File: src/rtl/crypto_controller_if.sv
// Instruction/key bus between the crypto controller and its host/datapath.
// The controller drives everything except the instruction word.
interface crypto_controller_if #(
    parameter int KEY_WORDS = 6
);
    logic [31:0]          instruct;
    logic [31:0]          out;
    logic [4:0]           sliceSelector;
    logic [KEY_WORDS-1:0] writeEnableKey;

    modport master (
        output instruct,
        input  out,
        input  sliceSelector,
        input  writeEnableKey
    );

    modport slave (
        input  instruct,
        output out,
        output sliceSelector,
        output writeEnableKey
    );
endinterface

File: src/rtl/crypto_controller.sv
// Crypto coprocessor instruction front-end: decodes one instruction word per
// clock, steers key words to one-hot key registers and holds the slice index.
module crypto_controller #(
    parameter int KEY_WORDS    = 6,
    parameter int DEFAULT_LOAD = 4
) (
    input  logic               clock,
    input  logic               reset,
    crypto_controller_if.slave bus
);

    localparam logic [2:0] MAXN = 3'(KEY_WORDS);
    localparam logic [2:0] DEFN = 3'(DEFAULT_LOAD);

    typedef enum logic [1:0] {
        IDLE      = 2'd0,
        LOAD_KEY  = 2'd1,
        SET_SLICE = 2'd2
    } state_t;

    state_t               state, state_d;
    logic [2:0]           k, k_d;
    logic [2:0]           nload, nload_d;
    logic [2:0]           last, last_d;
    logic                 err, err_d;
    logic [31:0]          out_q, out_d;
    logic [4:0]           sel_q, sel_d;
    logic [KEY_WORDS-1:0] we_q, we_d;
    logic                 keydata;
    logic [2:0]           nfield;
    logic [2:0]           opcode;

    assign nfield = bus.instruct[6:4];
    assign opcode = bus.instruct[2:0];

    always_ff @(posedge clock) begin
        if (reset) begin
            state <= IDLE;
            k     <= '0;
            nload <= '0;
            last  <= '0;
            err   <= 1'b0;
            out_q <= '0;
            sel_q <= '0;
            we_q  <= '0;
        end else begin
            state <= state_d;
            k     <= k_d;
            nload <= nload_d;
            last  <= last_d;
            err   <= err_d;
            out_q <= out_d;
            sel_q <= sel_d;
            we_q  <= we_d;
        end
    end

    always_comb begin
        state_d = state;
        k_d     = k;
        nload_d = nload;
        last_d  = last;
        err_d   = err;
        sel_d   = sel_q;
        we_d    = '0;
        keydata = 1'b0;

        case (state)
            IDLE: begin
                if (bus.instruct[31]) begin
                    case (opcode)
                        3'b000: begin
                            state_d = LOAD_KEY;
                            k_d     = '0;
                            if (nfield == '0)
                                nload_d = DEFN;
                            else if (nfield > MAXN)
                                nload_d = MAXN;
                            else
                                nload_d = nfield;
                        end
                        3'b111:  state_d = SET_SLICE;
                        default: err_d   = 1'b1;
                    endcase
                end
            end
            LOAD_KEY: begin
                // bit31 is key data here, never a command
                keydata = 1'b1;
                we_d    = {{(KEY_WORDS-1){1'b0}}, 1'b1} << k;
                sel_d   = 5'(k);
                k_d     = k + 3'd1;
                if (k == nload - 3'd1) begin
                    state_d = IDLE;
                    last_d  = nload;
                    k_d     = '0;
                end
            end
            SET_SLICE: begin
                sel_d   = bus.instruct[4:0];
                state_d = IDLE;
            end
            default: state_d = IDLE;
        endcase

        // Status reports the state the word was sampled in, with the updated flags.
        out_d = keydata ? bus.instruct
                        : {23'b0, err_d, 1'b0, last_d, 2'b0, state};
    end

    assign bus.out            = out_q;
    assign bus.sliceSelector  = sel_q;
    assign bus.writeEnableKey = we_q;

    always_ff @(posedge clock) begin
        if (!reset) begin
            assert ($onehot0(we_q))
                else $error("writeEnableKey not one-hot");
        end
    end

endmodule

File: src/flat_wrapper.sv
// flat-port wrapper written by rule: the top's interface ports become plain ports
module crypto_controller_flat 
#(
    parameter int KEY_WORDS    = 6,
    parameter int DEFAULT_LOAD = 4
)
  (clock, reset, bus_instruct, bus_out, bus_sliceSelector, bus_writeEnableKey);
  crypto_controller_if #(.KEY_WORDS(KEY_WORDS)) bus_i ();
  input  logic clock;
  input  logic reset;
  input wire logic [$bits(bus_i.instruct)-1:0] bus_instruct;
  output wire logic [$bits(bus_i.out)-1:0] bus_out;
  output wire logic [$bits(bus_i.sliceSelector)-1:0] bus_sliceSelector;
  output wire logic [$bits(bus_i.writeEnableKey)-1:0] bus_writeEnableKey;
  assign bus_i.instruct = bus_instruct;
  assign bus_out = bus_i.out;
  assign bus_sliceSelector = bus_i.sliceSelector;
  assign bus_writeEnableKey = bus_i.writeEnableKey;
  crypto_controller #(.KEY_WORDS(KEY_WORDS), .DEFAULT_LOAD(DEFAULT_LOAD)) u_core (.clock(clock), .reset(reset), .bus(bus_i));
endmodule
File: config.mk
export PLATFORM = sky130hd
export DESIGN_NAME = crypto_controller_flat
export DESIGN_NICKNAME = d
export VERILOG_FILES = /design/src/rtl/crypto_controller_if.sv /design/src/rtl/crypto_controller.sv /design/src/flat_wrapper.sv
export SDC_FILE = /design/constraint.sdc
export NUM_CORES = 1
export LEC_CHECK = 0
export ABC_AREA = 1
export CAP_MARGIN = 20
export CORE_UTILIZATION = 39
export DETAILED_ROUTE_END_ITERATION = 8
export HOLD_SLACK_MARGIN = 0.03
export PLACE_DENSITY = 0.73
export SYNTH_ARGS = -nofsm -noshare
export SYNTH_HDL_FRONTEND = slang
export SYNTH_SLANG_ARGS = --single-unit
File: constraint.sdc
create_clock -name clock -period 1.2 [get_ports clock]
set_input_delay 0.24 -clock clock [delete_from_list [all_inputs] [get_ports clock]]
set_output_delay 0.24 -clock clock [all_outputs]
set_load 0.005 [all_outputs]
# After elaboration in Yosys (flattened, before gate mapping)
# Cells that the tools add are included.
# totals
n_memories	0
latchBits	0
reg_bits	55
rom_bits	0
word_cells	52
ramBits	0
in_bits	34
# classes
add_sub_neg	2
n_shift	1
n_reduce_logical	11
n_eq_ne	8
n_lt_le_gt_ge	1
n_bitwise	2
mux	18
mul	0
div_mod_pow	0
# op_table
op	count
$mux 3	7
$pmux 5 s2	1
$mux 9	1
$reduce_and 3->1	3
$pmux 2 s2	2
$logic_not 3->1	2
$pmux 3 s2	1
$reduce_or 2->1	3
$shl 1x3->6 const A	1
$mux 1	4
$mux 2	2
$ne 2x2->1 const B	2
$reduce_bool 2->1	2
$add 3x1->3 const B	1
$eq 3x3->1	1
$eq 3x3->1 const B	1
$gt 3x3->1 const B	1
$ne 3x3->1 const B	1
$sub 3x1->3 const B	1
$eq 2x1->1 const B	1
$eq 2x2->1 const B	1
$logic_not 2->1	1
$ne 2x1->1 const B	1
$not 1->1	2

# Logic depth before layout (Yosys ltp)
# Gate-level depths: netlist (run 1).
# depth
depth_word	6
mapped_depth	11
depth_no_buf	11

# Least setup slack after synthesis (run 1)
# No wires, ideal clock.
# synth_path
kind	reg2reg
start	reg u_core.nload[0]
end	reg u_core.state[1]
path_slack_ns	-0.125
setup_time_ns	0.116
period_less_slack_ns	1.325
arrival_time_ns	1.210
stages_incl_launch_ff	12
path_cell_list	dfxtp_1 inv_1 ha_1 inv_1 nand2_1 nand2_1 nor2_2 nand2_2 nand2_2 nand3_2 nand2_1 a21oi_1
# synth_between
elab_chain_len	4
# synth_rtl
element	line	rtl
start, declared	crypto_controller.sv:23	logic [2:0] nload, nload_d;
start signal, assigned	crypto_controller.sv:49	nload <= nload_d;
$sub 3x1->3	crypto_controller.sv:93	if (k == nload - 3'd1) begin
$eq 3x3->1	crypto_controller.sv:93	
$ne 2x1->1 (no line)	n/a	
$reduce_and 3->1 (no line)	n/a	
end signal, assigned	crypto_controller.sv:47	state <= state_d;
end, declared	crypto_controller.sv:21	state_t state, state_d;
# No other way between the ends.
# A chain may end at the register's enable or synchronous reset.

# Final worst setup path (run 1)
# layout_path
start	reg u_core.nload[0]
end	reg u_core.last[2]
# layout_between
elab_chain_len	4
# layout_rtl
element	line	rtl
$sub 3x1->3	crypto_controller.sv:93	
$eq 3x3->1	crypto_controller.sv:93	
$mux 3	crypto_controller.sv:93	
$mux 3	crypto_controller.sv:68	case (state)
end signal, assigned	crypto_controller.sv:50	last <= last_d;
end, declared	crypto_controller.sv:24	logic [2:0] last, last_d;
# No other way between the ends.

==> impl_results.md, run 1 <==
* Status: finished, violations left
* Failing checks: negative setup slack
* Placed cell count at 406
* GR Util All Layers at 19.1%
* First-pass GRT wire length at 7730 µm
* R2r setup slk at -200 ps
* Die Wd at 73.4 µm
* CP Launch Type: flop
* Ant. Diodes at 0
* Yosys warns at 0
* Worst r2r path cells at 10
* Syn Std Cell Area at 0.00199 mm²
* Power density cells at 1230 mW/mm²
* Finished Layout Cells at 416
* VDD IR max at 664 µV
* Synthesized area per cell at 8.32 µm²
* Grt total ovfl at 0
* Crit path cell chain: inv_2 -> ha_4 -> inv_2 -> nand2_2 -> nand2_2 -> nor2_2 -> nand2_2 -> nor2_4 -> buf_4 -> a21oi_1
* WHS Endpoint: u_core.bus.out[0]
* Initial Util at 41.3%
* Num CTS Buffers at 5
* CP peak stage delay at 340 ps
* Num ports at 77
* RSZ-0062 raised after global routing: true
* Hold Path Depth at 3
* Netlist cell types at 25
* Final hold slack at 304 ps
* Via count at 1856
* Cell family with most CP delay: simple AND/OR/NAND/NOR gates
* Commonest cells after routing, fill and taps aside: dfxtp_1, dlygate4sd2_1, inv_1, clkdlybuf4s50_1, nor2_1
* Maxcap violations at 0
* Share of cells above drive strength 1 at 22.6%
* FP Rows at 25
* Place WS at -356 ps
* Pleak at 1.65 nW
* Clock Pin Slew Worst Setup and Hold Paths at 90 ps
* Fin. max-slew vios at 0
* Die area at 0.00539 mm²
* Routed vias/inst at 4.46
* Fmax at 713 MHz
* Post-Syn Instances at 239
* Antenna viol nets, final at 0
* H-Tree Depth at 2
* Worst Hold Launch: bus_instruct[0]
* Post-synthesis sequential area ratio at 55.3%
* CTS Buffer Depth at 2
* Final Worst Setup Slack at -202 ps
* Core ar. at 0.00482 mm²
* Worst skew pair latency at 300 ps
* I/O Buffers at 76
* Final Hold Viols at 0
* Largest net degree at the start of global routing at 21
* Nets at 390
* Clock skew at 2.59 ps
* CP Max Fanout at 6
* Drt pass-1 iters at 4
* RR Endpoint: u_core.last[2]
* Initial antenna violation count at 0
* Pwr Total at 0.00395 W
* Period utilization at 117%
* Fin crit period at 1400 ps
* Buf/Inv on CP at 3
* Root buf cell: clkbuf_8
* Area Overhead vs Synth at 61.6%
* Die H at 73.4 µm
* Routed WL at 4890 µm
* Reg-to-Reg Start: u_core.nload[0]
* CP Class: reg -> reg
* DR WL/cell at 11.8 µm
* Slowest cell on the critical path: dfxtp_2
* CTS tree: built
* Vias in the first global route at 1747
* Critical Path AT at 1600 ps
* Commonest non-fill, non-tap cell in the layout: dfxtp_1
* # DRC at 0
* Crit. End Element: flop
* Routability congestion estimate from global placement at 0.863
* # setup viols final at 10
* Tightest Hold Check Type: in -> reg
* CP required at 1400 ps
* Core Util, Final at 66.8%
* Synthesis-stage register bit count at 55
* Total clock sinks at 55
* Cell repeated most along the worst path: nand2_2
* Initial drt markers at 80
* Worst-Margin Slew at 242 ps
* HPWL after detailed placement at 3660 µm
* Hold Buf Count CTS at 0
* Slew headroom at 83.9%
* Syn Nets at 280
-- cells in the mapped netlist --
library cell / n / share of area, %
o21ai_0: 9 / 2.3
nand2_2: 2 / 0.63
nor2_2: 1 / 0.31
a21oi_2: 1 / 0.44
or2_1: 1 / 0.31
nand2_1: 31 / 5.8
inv_2: 6 / 1.1
o22ai_1: 1 / 0.31
nor4_1: 2 / 0.63
nor2_1: 29 / 5.5
nor2_4: 1 / 0.57
buf_4: 1 / 0.38
buf_2: 4 / 1.0
nor3_1: 4 / 1.0
dfxtp_1: 55 / 55
nor3_2: 1 / 0.50
o211ai_1: 4 / 1.5
o21ai_2: 1 / 0.44
ha_1: 7 / 4.4
nand3_1: 11 / 2.8
o21ai_1: 5 / 1.3
a21oi_1: 15 / 3.8
inv_1: 44 / 8.3
nand3_2: 2 / 1.0
o21bai_1: 1 / 0.38
-- flip-flops by register name (all words and copies together) (netlist names) --
register,flops
u_core.bus.out,32
u_core.bus.writeEnableKey,6
u_core.bus.sliceSelector,5
u_core.k,3
u_core.last,3
u_core.nload,3
u_core.state,2
u_core.err,1
-- how the worst max path moves through the flow --
stage                    start  depth (start not counted)  slack (ps)               to
6_report       u_core.nload[0]                         10        -200   u_core.last[2]
4_1_cts        u_core.nload[0]                         10        -190   u_core.last[0]
2_1_floorplan  u_core.nload[0]                         11         -70      u_core.k[0]
3_5_place_dp   bus_instruct[2]                          6        -360  u_core.nload[0]
3_3_place_gp   bus_instruct[2]                          6        -320  u_core.nload[2]
5_1_grt        u_core.nload[0]                         10        -340   u_core.last[1]
-- through the flow --
step | cell area [µm²] | TNS (ps)
global placement | 3090 | -5400
global route | 3220 | -2670
CTS | 3170 | -1540
detailed placement | 3090 | -6280
floorplan | 2030 | -462
finish | 3220 | -1490
-- cell families (layout without fill, tap and decap cells) --
family / Yosys count / after routing / synth area share [%]
AO/OA/AOI/OAI: 37 / 37 / 10.4
adder cells (fa/ha/maj): 7 / 7 / 4.40
buffers and inverters: 55 / 165 / 10.8
flip-flops: 55 / 55 / 55.3
AND/OR/NAND/NOR: 85 / 85 / 19.1
-- per-layer routing --
layer / track usage, % / vias to the layer above / share of wire [%]
met4: 8.12 / 0 / 0.78
met2: 33.8 / 76 / 48
met5: 0 / - / 0
li1: - / 958 / -
met1: 22.3 / 818 / 44
met3: 3.98 / 4 / 7.2
-- worst min-delay path, stage by stage --
cell and delay [ps]:
dlymetal6s2s_1 150, inv_1 90, o22ai_1 80
-- final cells by class --
type                            count  area, µm²
Timing Repair Buffer              108        983
Inverter                           50        190
Multi-Input combinational cell    129        742
Fill cell                         406       1600
Sequential cell                    55       1110
Clock inverter                      2       37.5
Clock buffer                        5       68.8
Tap cell                           67       83.8
-- where the power goes --
part           leakage, nW  internal (W)  switching (W)  total, W
Clock               0.0502      0.000611       0.000588   0.00120
Sequential           0.449       0.00192      0.0000353   0.00196
Combinational         1.15      0.000436       0.000358  0.000794
Total                 1.65       0.00297       0.000981   0.00395
-- what timing repair did --
action	in CTS	in global routing
gates resized for setup	53	16
buffers inserted	2	1
endpoints found under the setup margin	59	24
pin swaps	3	3
gates cloned	0	0
Note: power is estimated with default switching activity, not from simulation.
==> run 2, diff against run 1 <==
CORE_MARGIN = 2   (was default)
==> run 2 against run 1 <==
- the run still ends with negative setup slack left
- hold slack gained 140 ps
- sequential power is essentially flat
- via count decreased by 2.5%
- utilization fell by 0.88 points
- count of clock-buffer cells in the layout is the same
- sequential share of layout area is 0.46 points higher
- clock skew shrank 0.97 ps
- die area is 5.5% higher
- combinational power down 3.5%
- final cell count shrank 0.48%
- critical endpoint is now u_core.state[1]
- largest cell class unchanged
==> impl_results.md, run 2 (synthesis results as in run 1) <==
* Pleak at 1.61 nW
* Maxcap violations at 0
* Commonest cells after routing, fill and taps aside: dfxtp_1, dlygate4sd2_1, inv_1, clkdlybuf4s50_1, nor2_1
* Routed WL at 4650 µm
* Final Worst Setup Slack at -192 ps
* Clock Pin Slew Worst Setup and Hold Paths at 90 ps
* TNS Setup at -1760 ps
* Routed vias/inst at 4.37
* Failing checks: negative setup slack
* Total clock sinks at 55
* RSZ-0062 raised after global routing: true
* # DRC at 0
* Final hold slack at 445 ps
* Tightest Hold Check Type: in -> reg
* Grt total ovfl at 0
* HPWL after detailed placement at 3630 µm
* Filler Cell Count at 446
* Routability congestion estimate from global placement at 0.779
* Num ports at 77
* Area Overhead vs Synth at 59.5%
* Max FFs per register at 32
* Via count at 1810
* Fmax at 718 MHz
* Status: finished, violations left
* Gate power share at 20.6%
* VDD IR max at 619 µV
* I/O Buffers at 76
* CP Class: reg -> reg
* DR WL/cell at 11.2 µm
* H-Tree Depth at 2
* Worst skew pair latency at 300 ps
* Vias in the first global route at 1674
* Fin crit period at 1390 ps
* # setup viols final at 15
* Largest net degree at the start of global routing at 34
* Core ar. at 0.00482 mm²
* Finished Layout Cells at 414
* Switch share at 26.2%
* FP Rows at 25
* Period utilization at 116%
* Final Hold Viols at 0
* Power density cells at 1170 mW/mm²
* Nets at 387
* Die H at 75.4 µm
* CP Max Fanout at 4
* CP required at 1400 ps
* Clock skew at 1.62 ps
* Drt pass-1 iters at 4
* Initial antenna violation count at 0
* Pwr Total at 0.00372 W
* Reg area at 0.00111 mm²
* Initial drt markers at 56
* Clock power share at 26.7%
* Die area at 0.00569 mm²
* Root buf cell: clkbuf_8
* Crit. End Element: flop
* GR Util All Layers at 16.4%
* Ant. Diodes at 0
* Num CTS Buffers at 5
* Hold Buf Count CTS at 0
* First-pass GRT wire length at 7060 µm
* Int Power at 0.00275 W
* Placed cell count at 404
* Initial Util at 41.3%
* Critical Path AT at 1590 ps
* Fin. max-slew vios at 0
* Psw at 0.000974 W
* Sequential share of power at 52.7%
* CTS Buffer Depth at 2
* Multi-input logic area at 747 µm²
* Antenna viol nets, final at 0
* Share of cells above drive strength 1 at 21.3%
* CTS tree: built
* Slew headroom at 82.5%
* Worst-Margin Slew at 263 ps
* Place WS at -370 ps
* Die Wd at 75.4 µm
* CP Launch Type: flop
* Commonest non-fill, non-tap cell in the layout: dfxtp_1
==> run 2: final cells by class <==
type	instances	area share [%]
tap	67	2.64
inverter	50	6.07
timing repair buffer	105	30.0
sequential	55	35.0
multi-input combinational	129	23.5
clock buffer	5	2.17
clock inverter	3	0.631
==> run 2: final timing paths <==
path / cells after the start / to / from / slack (ps)
max: 11 / u_core.state[1] / u_core.nload[0] / -190
max reg2reg: 11 / u_core.state[1] / u_core.nload[0] / -190
min reg2reg: 2 / u_core.bus.out[5] / u_core.last[1] / 470
min: 3 / u_core.bus.out[0] / bus_instruct[0] / 440
==> run 2: power by group through the flow <==
stage / Sequential [W] / Clock, W / Combinational [W]
after floorplan: 0.00201 / 0 / 0.000314
after global placement: 0.00200 / 0 / 0.000765
after detailed placement: 0.00201 / 0 / 0.000777
after CTS: 0.00196 / 0.00103 / 0.000737
after global routing: 0.00197 / 0.00111 / 0.000851
final: 0.00196 / 0.000994 / 0.000766
==> run 2: stage by stage <==
| stage | util, % | instance area (µm²) |
|---|---|---|
| 2_1_floorplan | - | 2030 |
| 3_3_place_gp | 63.8 | 3070 |
| 3_5_place_dp | 63.8 | 3070 |
| 4_1_cts | 65.0 | 3130 |
| 5_1_grt | 65.9 | 3170 |
| 6_report | 65.9 | 3170 |
==> run 2: layer usage <==
layer	track usage (%)	wire length (µm)	part of all wire, %
met1	17.9	1930	42
met2	30.0	2250	48
met3	5.03	406	8.7
met4	5.85	61	1.3
met5	0	0	0
==> run 2: timing repair <==
action,4_1_cts,5_1_grt
endpoints found under the setup margin,57,24
pin swaps,4,5
resized for setup,53,11
buffers inserted,1,1
==> run 2: worst max-delay path, stage by stage, from the launching register on <==
cell	delay [ps]
dfxtp_2	350
inv_2	50
ha_4	260
inv_2	20
nand2_1	50
nand2_1	60
nor2_2	90
nand2_2	100
nand2_4	100
nand3_2	80
nand2_1	80
a21oi_1	60
